**config.mk**
```make
export PLATFORM = sky130hd
export DESIGN_NAME = cdb_arbiter_flat
export DESIGN_NICKNAME = d
export VERILOG_FILES = /design/src/rtl/cdb_arbiter_pkg.sv /design/src/rtl/cdb_arbiter_if.sv /design/src/rtl/cdb_arbiter_result_fifo.sv /design/src/rtl/cdb_arbiter.sv /design/src/flat_wrapper.sv
export SDC_FILE = /design/constraint.sdc
export NUM_CORES = 1
export LEC_CHECK = 0
export BUFFER_PORTS_ARGS = -buffer_cell sky130_fd_sc_hd__buf_2
export CAP_MARGIN = 10
export CORE_ASPECT_RATIO = 0.9
export CORE_MARGIN = 5
export CORE_UTILIZATION = 63
export DETAILED_ROUTE_END_ITERATION = 10
export PLACE_DENSITY = 0.84
export SYNTH_ARGS = -nofsm -noshare
export SYNTH_HDL_FRONTEND = slang
export SYNTH_HIERARCHICAL = 1
export SYNTH_SLANG_ARGS = --single-unit
```
**constraint.sdc**
```tcl
create_clock -name clk -period 8 [get_ports clk]
set_clock_uncertainty 0.05 [all_clocks]
set_input_delay 1.2 -clock clk [delete_from_list [all_inputs] [get_ports clk]]
set_output_delay 1.2 -clock clk [all_outputs]
set_load 0.05 [all_outputs]
```
**src/rtl/cdb_arbiter_pkg.sv**
```systemverilog
// Shared types and default sizing for the common-data-bus writeback stage.
package cdb_arbiter_pkg;

  localparam int ROB_ID_W   = 4;
  localparam int PHYS_REG_W = 6;
  localparam int ARCH_REG_W = 5;

  localparam int DEF_SS          = 2;
  localparam int DEF_CDB_WIDTH   = 2;
  localparam int DEF_QUEUE_DEPTH = 4;

  typedef struct packed {
    logic [ROB_ID_W-1:0]   rob_id;
    logic [PHYS_REG_W-1:0] pd;
    logic [ARCH_REG_W-1:0] rd;
    logic [31:0]           register_value;
    logic                  br_en;
    logic                  regf_we;
  } cdb_entry_t;

  // Index width for n items, never narrower than one bit.
  function automatic int lane_w(input int n);
    return (n > 1) ? $clog2(n) : 1;
  endfunction

endpackage

```
**src/rtl/cdb_arbiter_if.sv**
```systemverilog
// FU-lane results in, CDB broadcasts out; master is the producer/consumer side.
interface cdb_arbiter_if
  import cdb_arbiter_pkg::*;
#(
  parameter int SS        = DEF_SS,
  parameter int CDB_WIDTH = DEF_CDB_WIDTH
) ();

  logic [SS-1:0]        fu_valid;
  cdb_entry_t           fu_result [SS];
  logic [SS-1:0]        fu_ready;
  logic                 flush;
  logic [CDB_WIDTH-1:0] cdb_valid;
  cdb_entry_t           cdb_out [CDB_WIDTH];

  modport master (
    output fu_valid, fu_result, flush,
    input  fu_ready, cdb_valid, cdb_out
  );

  modport slave (
    input  fu_valid, fu_result, flush,
    output fu_ready, cdb_valid, cdb_out
  );

endinterface

```
**src/rtl/cdb_arbiter_result_fifo.sv**
```systemverilog
// Per-lane result FIFO: circular buffer with head/tail pointers and an occupancy count.
module result_fifo
  import cdb_arbiter_pkg::*;
#(
  parameter int  DEPTH = DEF_QUEUE_DEPTH,
  parameter type T     = cdb_entry_t,
  localparam int PTR_W = $clog2(DEPTH),
  localparam int CNT_W = PTR_W + 1
) (
  input  logic             clk,
  input  logic             rst,
  input  logic             push_i,
  input  logic             pop_i,
  input  logic             flush_i,
  input  T                 data_i,
  output logic             full_o,
  output logic             empty_o,
  output logic [CNT_W-1:0] count_o,
  output T                 head_o
);

  T                 mem_q [DEPTH];
  logic [PTR_W-1:0] head_q, tail_q;
  logic [CNT_W-1:0] count_q;
  logic             do_push, do_pop;

  assign do_push = push_i && !full_o;
  assign do_pop  = pop_i && !empty_o;

  // NOTE: state registers use non-blocking assignments so every register samples pre-edge values.
  always_ff @(posedge clk) begin
    if (rst || flush_i) begin
      head_q  <= '0;
      tail_q  <= '0;
      count_q <= '0;
    end else begin
      if (do_push) tail_q <= tail_q + 1'b1;
      if (do_pop)  head_q <= head_q + 1'b1;
      count_q <= count_q + CNT_W'(do_push) - CNT_W'(do_pop);
    end
  end

  // NOTE: payload storage has no reset; count gates every read, so stale words are never visible.
  always_ff @(posedge clk) begin
    if (do_push) mem_q[tail_q] <= data_i;
  end

  assign full_o  = (count_q == CNT_W'(DEPTH));
  assign empty_o = (count_q == '0);
  assign count_o = count_q;
  assign head_o  = mem_q[head_q];

endmodule

```
**src/rtl/cdb_arbiter.sv**
```systemverilog
// Writeback arbiter: per-lane FIFOs, round-robin pick of up to CDB_WIDTH lanes, registered CDB.
module cdb_arbiter
  import cdb_arbiter_pkg::*;
#(
  parameter int SS          = DEF_SS,
  parameter int CDB_WIDTH   = DEF_CDB_WIDTH,
  parameter int QUEUE_DEPTH = DEF_QUEUE_DEPTH
) (
  input  logic          clk,
  input  logic          rst,
  cdb_arbiter_if.slave  bus
);

  localparam int LANE_W = lane_w(SS);
  localparam int CNT_W  = $clog2(QUEUE_DEPTH) + 1;

  typedef logic [LANE_W-1:0] lane_t;

  logic [SS-1:0]    fifo_full, fifo_empty, grant;
  logic [CNT_W-1:0] fifo_count [SS];
  cdb_entry_t       fifo_head  [SS];

  for (genvar i = 0; i < SS; i++) begin : g_lane
    result_fifo #(
      .DEPTH (QUEUE_DEPTH),
      .T     (cdb_entry_t)
    ) u_fifo (
      .clk     (clk),
      .rst     (rst),
      .push_i  (bus.fu_valid[i] && !fifo_full[i]),
      .pop_i   (grant[i]),
      .flush_i (bus.flush),
      .data_i  (bus.fu_result[i]),
      .full_o  (fifo_full[i]),
      .empty_o (fifo_empty[i]),
      .count_o (fifo_count[i]),
      .head_o  (fifo_head[i])
    );

    assign bus.fu_ready[i] = (fifo_count[i] != CNT_W'(QUEUE_DEPTH));
  end

  lane_t                rr_ptr_q, rr_ptr_d;
  lane_t                lane;
  lane_t                slot_lane [CDB_WIDTH];
  logic [CDB_WIDTH-1:0] slot_valid;
  logic [CDB_WIDTH-1:0] cdb_valid_q;
  cdb_entry_t           cdb_out_q [CDB_WIDTH];

  // Each slot takes the next non-empty, not-yet-granted lane in scan order from rr_ptr.
  // NOTE: every signal written here gets a default first, so no latch can be inferred.
  always_comb begin
    grant      = '0;
    slot_valid = '0;
    rr_ptr_d   = rr_ptr_q;
    lane       = '0;
    for (int s = 0; s < CDB_WIDTH; s++) slot_lane[s] = '0;
    for (int s = 0; s < CDB_WIDTH; s++) begin
      for (int k = 0; k < SS; k++) begin
        lane = lane_t'((int'(rr_ptr_q) + k) % SS);
        if (!slot_valid[s] && !fifo_empty[lane] && !grant[lane]) begin
          grant[lane]   = 1'b1;
          slot_valid[s] = 1'b1;
          slot_lane[s]  = lane;
          rr_ptr_d      = lane_t'((int'(lane) + 1) % SS);
        end
      end
    end
  end

  // Flush squashes the broadcast but keeps fairness state; the FIFOs discard their own pops.
  always_ff @(posedge clk) begin
    if (rst) begin
      rr_ptr_q    <= '0;
      cdb_valid_q <= '0;
      for (int s = 0; s < CDB_WIDTH; s++) cdb_out_q[s] <= '0;
    end else if (bus.flush) begin
      cdb_valid_q <= '0;
    end else begin
      rr_ptr_q    <= rr_ptr_d;
      cdb_valid_q <= slot_valid;
      for (int s = 0; s < CDB_WIDTH; s++) begin
        if (slot_valid[s]) cdb_out_q[s] <= fifo_head[slot_lane[s]];
      end
    end
  end

  assign bus.cdb_valid = cdb_valid_q;
  assign bus.cdb_out   = cdb_out_q;

endmodule
```
**src/flat_wrapper.sv**
```systemverilog
// flat-port wrapper written by rule: the top's interface ports become plain ports
module cdb_arbiter_flat import cdb_arbiter_pkg::*;
#(
  parameter int SS          = DEF_SS,
  parameter int CDB_WIDTH   = DEF_CDB_WIDTH,
  parameter int QUEUE_DEPTH = DEF_QUEUE_DEPTH
)
  (clk, rst, bus_fu_valid, bus_fu_result, bus_flush, bus_fu_ready, bus_cdb_valid, bus_cdb_out);
  cdb_arbiter_if #(.SS(SS), .CDB_WIDTH(CDB_WIDTH)) bus_i ();
  input  logic clk;
  input  logic rst;
  input wire logic [$bits(bus_i.fu_valid)-1:0] bus_fu_valid;
  input wire logic [$bits(bus_i.fu_result)-1:0] bus_fu_result;
  input wire logic [$bits(bus_i.flush)-1:0] bus_flush;
  output wire logic [$bits(bus_i.fu_ready)-1:0] bus_fu_ready;
  output wire logic [$bits(bus_i.cdb_valid)-1:0] bus_cdb_valid;
  output wire logic [$bits(bus_i.cdb_out)-1:0] bus_cdb_out;
  assign bus_i.fu_valid = bus_fu_valid;
  assign bus_i.fu_result = {>>{bus_fu_result}};
  assign bus_i.flush = bus_flush;
  assign bus_fu_ready = bus_i.fu_ready;
  assign bus_cdb_valid = bus_i.cdb_valid;
  assign bus_cdb_out = {>>{bus_i.cdb_out}};
  cdb_arbiter #(.SS(SS), .CDB_WIDTH(CDB_WIDTH), .QUEUE_DEPTH(QUEUE_DEPTH)) u_core (.clk(clk), .rst(rst), .bus(bus_i));
endmodule
```
# Word-level counts from Yosys, hierarchy flattened

Memory sizes are Yosys's and may differ from the RTL's. A register that Yosys moved wholly into a read port is not among the register bits.
Cells that the tools add are included.

Register bits after elaboration: 115
Bits in latches: 0
RAM bits: 392
Memory bits (read-only): 0
Input port bits: 103
Output and inout port bits: 102
Memories kept: 2

Memory list:

| name                          | words | width | read ports | clocked after memory_dff | write ports | RTL line                      | RTL |
|---|---|---|---|---|---|---|---|
| u_core.g_lane[0].u_fifo.mem_q | 4     | 49    | 1          | 1                        | 1           | cdb_arbiter_result_fifo.sv:22 | `T mem_q [DEPTH];` |
| u_core.g_lane[1].u_fifo.mem_q | 4     | 49    | 1          | 1                        | 1           | cdb_arbiter_result_fifo.sv:22 |  |

Add/subtract/negate cells: 10
$mul: 0
Divide/modulo/power cells: 0
Magnitude comparators: 6
Equality and inequality tests: 4
Shifts and indexed selects: 0
Mux-type cells: 45
Bitwise logic cells: 6
Reduce and logical (&&, ||, !) cells: 34

Operators with widths:

| kind                  | count |
|---|---|
| $mux W49              | 6 |
| $mux W1               | 29 |
| $mux W2               | 8 |
| $logic_and A1 B1 Y1   | 14 |
| $logic_not A1 Y1      | 12 |
| $add A2 B1 Y2 const B | 4 |
| $add A3 B1 Y3         | 2 |
| $eq A3 B3 Y1 const B  | 2 |
| $logic_not A3 Y1      | 2 |
| $ne A3 B3 Y1 const B  | 2 |
| $or A2 B2 Y2          | 3 |
| $reduce_and A2 Y1     | 3 |
| $sub A3 B1 Y3         | 2 |
| $ge A2 B2 Y1 const B  | 2 |
| $lt A1 B2 Y1 const B  | 2 |
| $not A1 Y2            | 2 |
| $reduce_bool A4 Y1    | 1 |
| $add A1 B1 Y1 const B | 2 |
| $demux W1 S1          | 2 |
| $ge A1 B1 Y1 const B  | 2 |
| $reduce_or A2 Y1      | 1 |
| $logic_or A1 B1 Y1    | 1 |
| $not A1 Y1            | 1 |

# Depth between registers and ports, before layout

Depth in word-level cells: 25
Mapped depth: 12
Mapped depth without buffers: 12

# By module

The synthesis kept the hierarchy.

Modules (own cells, without submodules):

| module      | instances | cells each | area an instance (um^2) | sequential area each (um^2) |
|---|---|---|---|---|
| result_fifo | 2         | 306        | 7573.5                  | 6065.8 |
| cdb_arbiter | 1         | 511        | 4734.5                  | 2021.9 |

# Least setup slack after synthesis

No wires, ideal clock.

Kind: input -> register
Start point: in bus_fu_valid[0]
End point: mem u_core/g_lane[0].u_fifo/mem_q[0][0] in the netlist's numbering (enable)
Arrival time: 2.688 ns
Data required time: 7.538 ns
Path slack: 4.850 ns
Cell stages on the path: 2
Buffers on the path: 0
Cells stage by stage: nor2b_1 > and3_1

Word-level cells in the longest chain between the ends: 4

Ends and longest elaborated chain:

| element                       | RTL line                      | RTL |
|---|---|---|
| from (decl)                   | flat_wrapper.sv:12            | `input wire logic [$bits(bus_i.fu_valid)-1:0] bus_fu_valid;` |
| $logic_and A1 B1 Y1           | cdb_arbiter.sv:30             | `.push_i (bus.fu_valid[i] && !fifo_full[i]),` |
| $logic_and A1 B1 Y1           | cdb_arbiter_result_fifo.sv:27 | `assign do_push = push_i && !full_o;` |
| $mux W1                       | cdb_arbiter_result_fifo.sv:45 | `if (do_push) mem_q[tail_q] <= data_i;` |
| $mux W1 (not written as such) | cdb_arbiter_result_fifo.sv:45 |  |
| to (decl)                     | cdb_arbiter_result_fifo.sv:22 |  |

No other way between the ends.

# Final worst setup path

Start point: in bus_fu_valid[1]
End point: reg u_core.g_lane[1].u_fifo.count_q[2]

Word-level cells in the longest chain between the ends: 4

Ends and longest elaborated chain:

| element              | RTL line                      | RTL |
|---|---|---|
| $logic_and A1 B1 Y1  | cdb_arbiter.sv:30             |  |
| $logic_and A1 B1 Y1  | cdb_arbiter_result_fifo.sv:27 |  |
| $add A3 B1 Y3        | cdb_arbiter_result_fifo.sv:39 | `count_q <= count_q + CNT_W'(do_push) - CNT_W'(do_pop);` |
| $sub A3 B1 Y3        | cdb_arbiter_result_fifo.sv:39 |  |
| to (signal assigned) | cdb_arbiter_result_fifo.sv:39 |  |
| to (decl)            | cdb_arbiter_result_fifo.sv:24 | `logic [CNT_W-1:0] count_q;` |

No other way between the ends.
A chain may end at the register's enable or synchronous reset.

==> flow_summary.json <==
{
  "post_cts_buffers": 0,
  "nNetsFinal": 1442,
  "rows": 61,
  "gp_congestion": 0.761,
  "critPathMaxFanout": 6,
  "stdcell_area_um2": 22600,
  "viasPerCell": 6.12,
  "synth_seq_area_share_pct": 71.2,
  "cts_resized": 0,
  "io_pins": 205,
  "grt_usage_pct": 24.9,
  "r2r_start": "u_core/g_lane[1].u_fifo/count_o[1]",
  "avgSynthCellArea_um2": 17.7,
  "dieArea_um2": 35200,
  "postLayoutCoreUtil_pct": 73.1,
  "drc": 0,
  "overflow": 0,
  "tritoncts.num_buffers": 48,
  "syn-cell-area_um2": 19900,
  "fin_crit_sh_pct": 34.7,
  "place_area_um2": 21100,
  "fin_ws_ns": 5.23,
  "synthFlopType": "edfxtp_1",
  "async_flop_share_pct": 0,
  "nFillCells": 1881,
  "cts_max_level": 2,
  "clock_latency_ns": 0.56,
  "hold_buffers": 0,
  "hold_violations": 0,
  "synth-edff-count": 392,
  "die_w_um": 197,
  "ys_ff_latch": 511,
  "yosysTopAreaCell": "edfxtp_1",
  "final_antenna_net_count": 0,
  "routed-via-count": 10900,
  "timing.slew.headroom_pct": 29.7,
  "path_class": "in2reg",
  "area_growth_pct": 13.9,
  "hold_ws_ns": 0.444,
  "start_util_pct": 64.2,
  "rsz0062_at_grt": "false",
  "crit_arrival_ns": 3.12,
  "stdcell_count": 1783,
  "ys_types": 36,
  "min_path_type": "reg2reg",
  "synth_nets": 1240,
  "finalPower_mw": 5.80,
  "wl_per_cell_um": 24.6,
  "cts_sinks": 511,
  "fin_crit_ns": 2.77,
  "post-synth-top-count-cell": "edfxtp_1",
  "antenna_found_initial": 16,
  "pre_cts_ws_ns": 4.67,
  "syn_inst": 1123,
  "endpoint": "u_core/g_lane[1].u_fifo/count_o[2]",
  "final_max_slew_viol_count": 0,
  "crit_start": "bus_fu_valid[1]",
  "synth.area.top_cells": "edfxtp_1 (59%), dfxtp_1 (12%), mux4_2 (11%)",
  "reg2reg_depth": 12,
  "clkTransAtPathRegs_ns": 0.07,
  "place_inst": 1684,
  "grt_pass1_wl_um": 66300,
  "tightest_slew_ns": 1.05,
  "maxCapViolCount": 0,
  "fmax_mhz": 361,
  "seqCellArea_um2": 14200,
  "grt_max_degree": 65,
  "status": "completed",
  "cts_tree": "yes",
  "multi_input_area_um2": 5180,
  "cp.required_ns": 8.34,
  "drt_wl_total_um": 43800,
  "first_pass_iters": 5,
  "yosysWarnings": 6,
  "drive_above_1_share_pct": 33.6,
  "synth_common_cells": "edfxtp_1 (392), dfxtp_1 (119), nand2_1 (108)",
  "dp_hpwl_um": 26900,
  "peakVddDrop_uv": 179,
  "core_area_um2": 31000,
  "chipHeight_um": 179,
  "numPortBuffers": 204,
  "root_buffer": "clkbuf_16",
  "reg2reg_to": "u_core/g_lane[1].u_fifo/count_o[2]",
  "end_kind": "register",
  "setup_viol": 0,
  "grt_pass1_vias": 11100,
  "leakage_nw": 7.72,
  "drt_iter0_markers": 897,
  "yosys.area.top_type_share_pct": 59.2,
  "cts_buffer_depth": 3,
  "fin_setup_tns_ns": 0,
  "r2r_slack_ns": 5.27,
  "powerDensity_nw_per_um2": 256,
  "start_kind": "primary input"
}
==> flip-flops by register name (all words and copies together) (netlist names), named ones only <==
register                      cells
u_core/g_lane.u_fifo/count_o      6
u_core/g_lane.u_fifo/head_q       4
u_core/g_lane.u_fifo/tail_q       4
u_core/g_lane.u_fifo/mem_q      392
u_core/bus.cdb_out               98
u_core/rr_ptr_q                   1
u_core/bus.cdb_valid              2
==> layout by cell type, fill, tap and decap left out, types with 49 or more instances in the layout <==
master     count
a311oi_1      49
edfxtp_1     392
clkbuf_16     49
buf_2        203
mux2i_1       55
nor2_1       103
a211oi_2      49
mux4_2        94
nand2_1      108
dfxtp_1      114
==> power by group <==
part | leakage (nW) | switching [mW] | total [mW] | internal (mW)
Clock | 0.748 | 0.945 | 2.21 | 1.26
Combinational | 2.40 | 0.389 | 0.567 | 0.178
Sequential | 4.57 | 0.0646 | 3.03 | 2.97
Total | 7.72 | 1.40 | 5.80 | 4.41
==> layer usage <==
layer | wire length, µm | vias to the layer above | GRT usage (%) | part of all wire [%]
li1 | - | 4818 | - | -
met1 | 17100 | 5490 | 34.3 | 39
met2 | 21700 | 478 | 40.1 | 50
met3 | 3680 | 101 | 5.68 | 8.4
met4 | 1220 | 18 | 8.00 | 2.8
met5 | 97 | - | 0 | 0.22
==> final cells by class <==
type / instances / share of cell area [%]
clock buffers: 64 / 5.84
flip-flops and latches: 511 / 62.6
well taps: 409 / 2.26
repair buffers: 223 / 5.15
multi-input cells: 525 / 22.9
clock inverters: 26 / 0.945
inverters: 16 / 0.265
diodes: 9 / 0.0995
==> critical path, cell delays in order <==
cell and delay (ns):
buf_2 0.07, nor2b_1 0.28, and2_4 0.22, inv_1 0.04
ha_1 0.26, inv_1 0.04, ha_1 0.18, fa_1 0.40
xnor2_1 0.19, xnor2_1 0.15, nor3_1 0.07
==> kinds of logic after synthesis <==
| group | synth area share, % |
|---|---|
| AOI/OAI and AO/OA | 5.71 |
| xor gates and xnor gates | 0.264 |
| adders and majority gates | 0.957 |
| buffers and inverters | 2.82 |
| DFF | 71.2 |
| muxes | 13.9 |
| and+or+nand+nor | 5.11 |
==> how the worst min path moves through the flow <==
stage                                           start       end  slack, ns  cells past startpoint
detailed placement  u_core/g_lane[1].u_fifo/head_q[0]  register       0.43                      2
floorplan           u_core/g_lane[0].u_fifo/head_q[0]  register       0.41                      2
global placement    u_core/g_lane[1].u_fifo/head_q[0]  register       0.43                      2
CTS                 u_core/g_lane[1].u_fifo/head_q[0]  register       0.44                      2
global route        u_core/g_lane[1].u_fifo/head_q[0]  register       0.46                      2
finish              u_core/g_lane[0].u_fifo/head_q[0]  register       0.44                      2
Power figures use the tool's default switching activity.
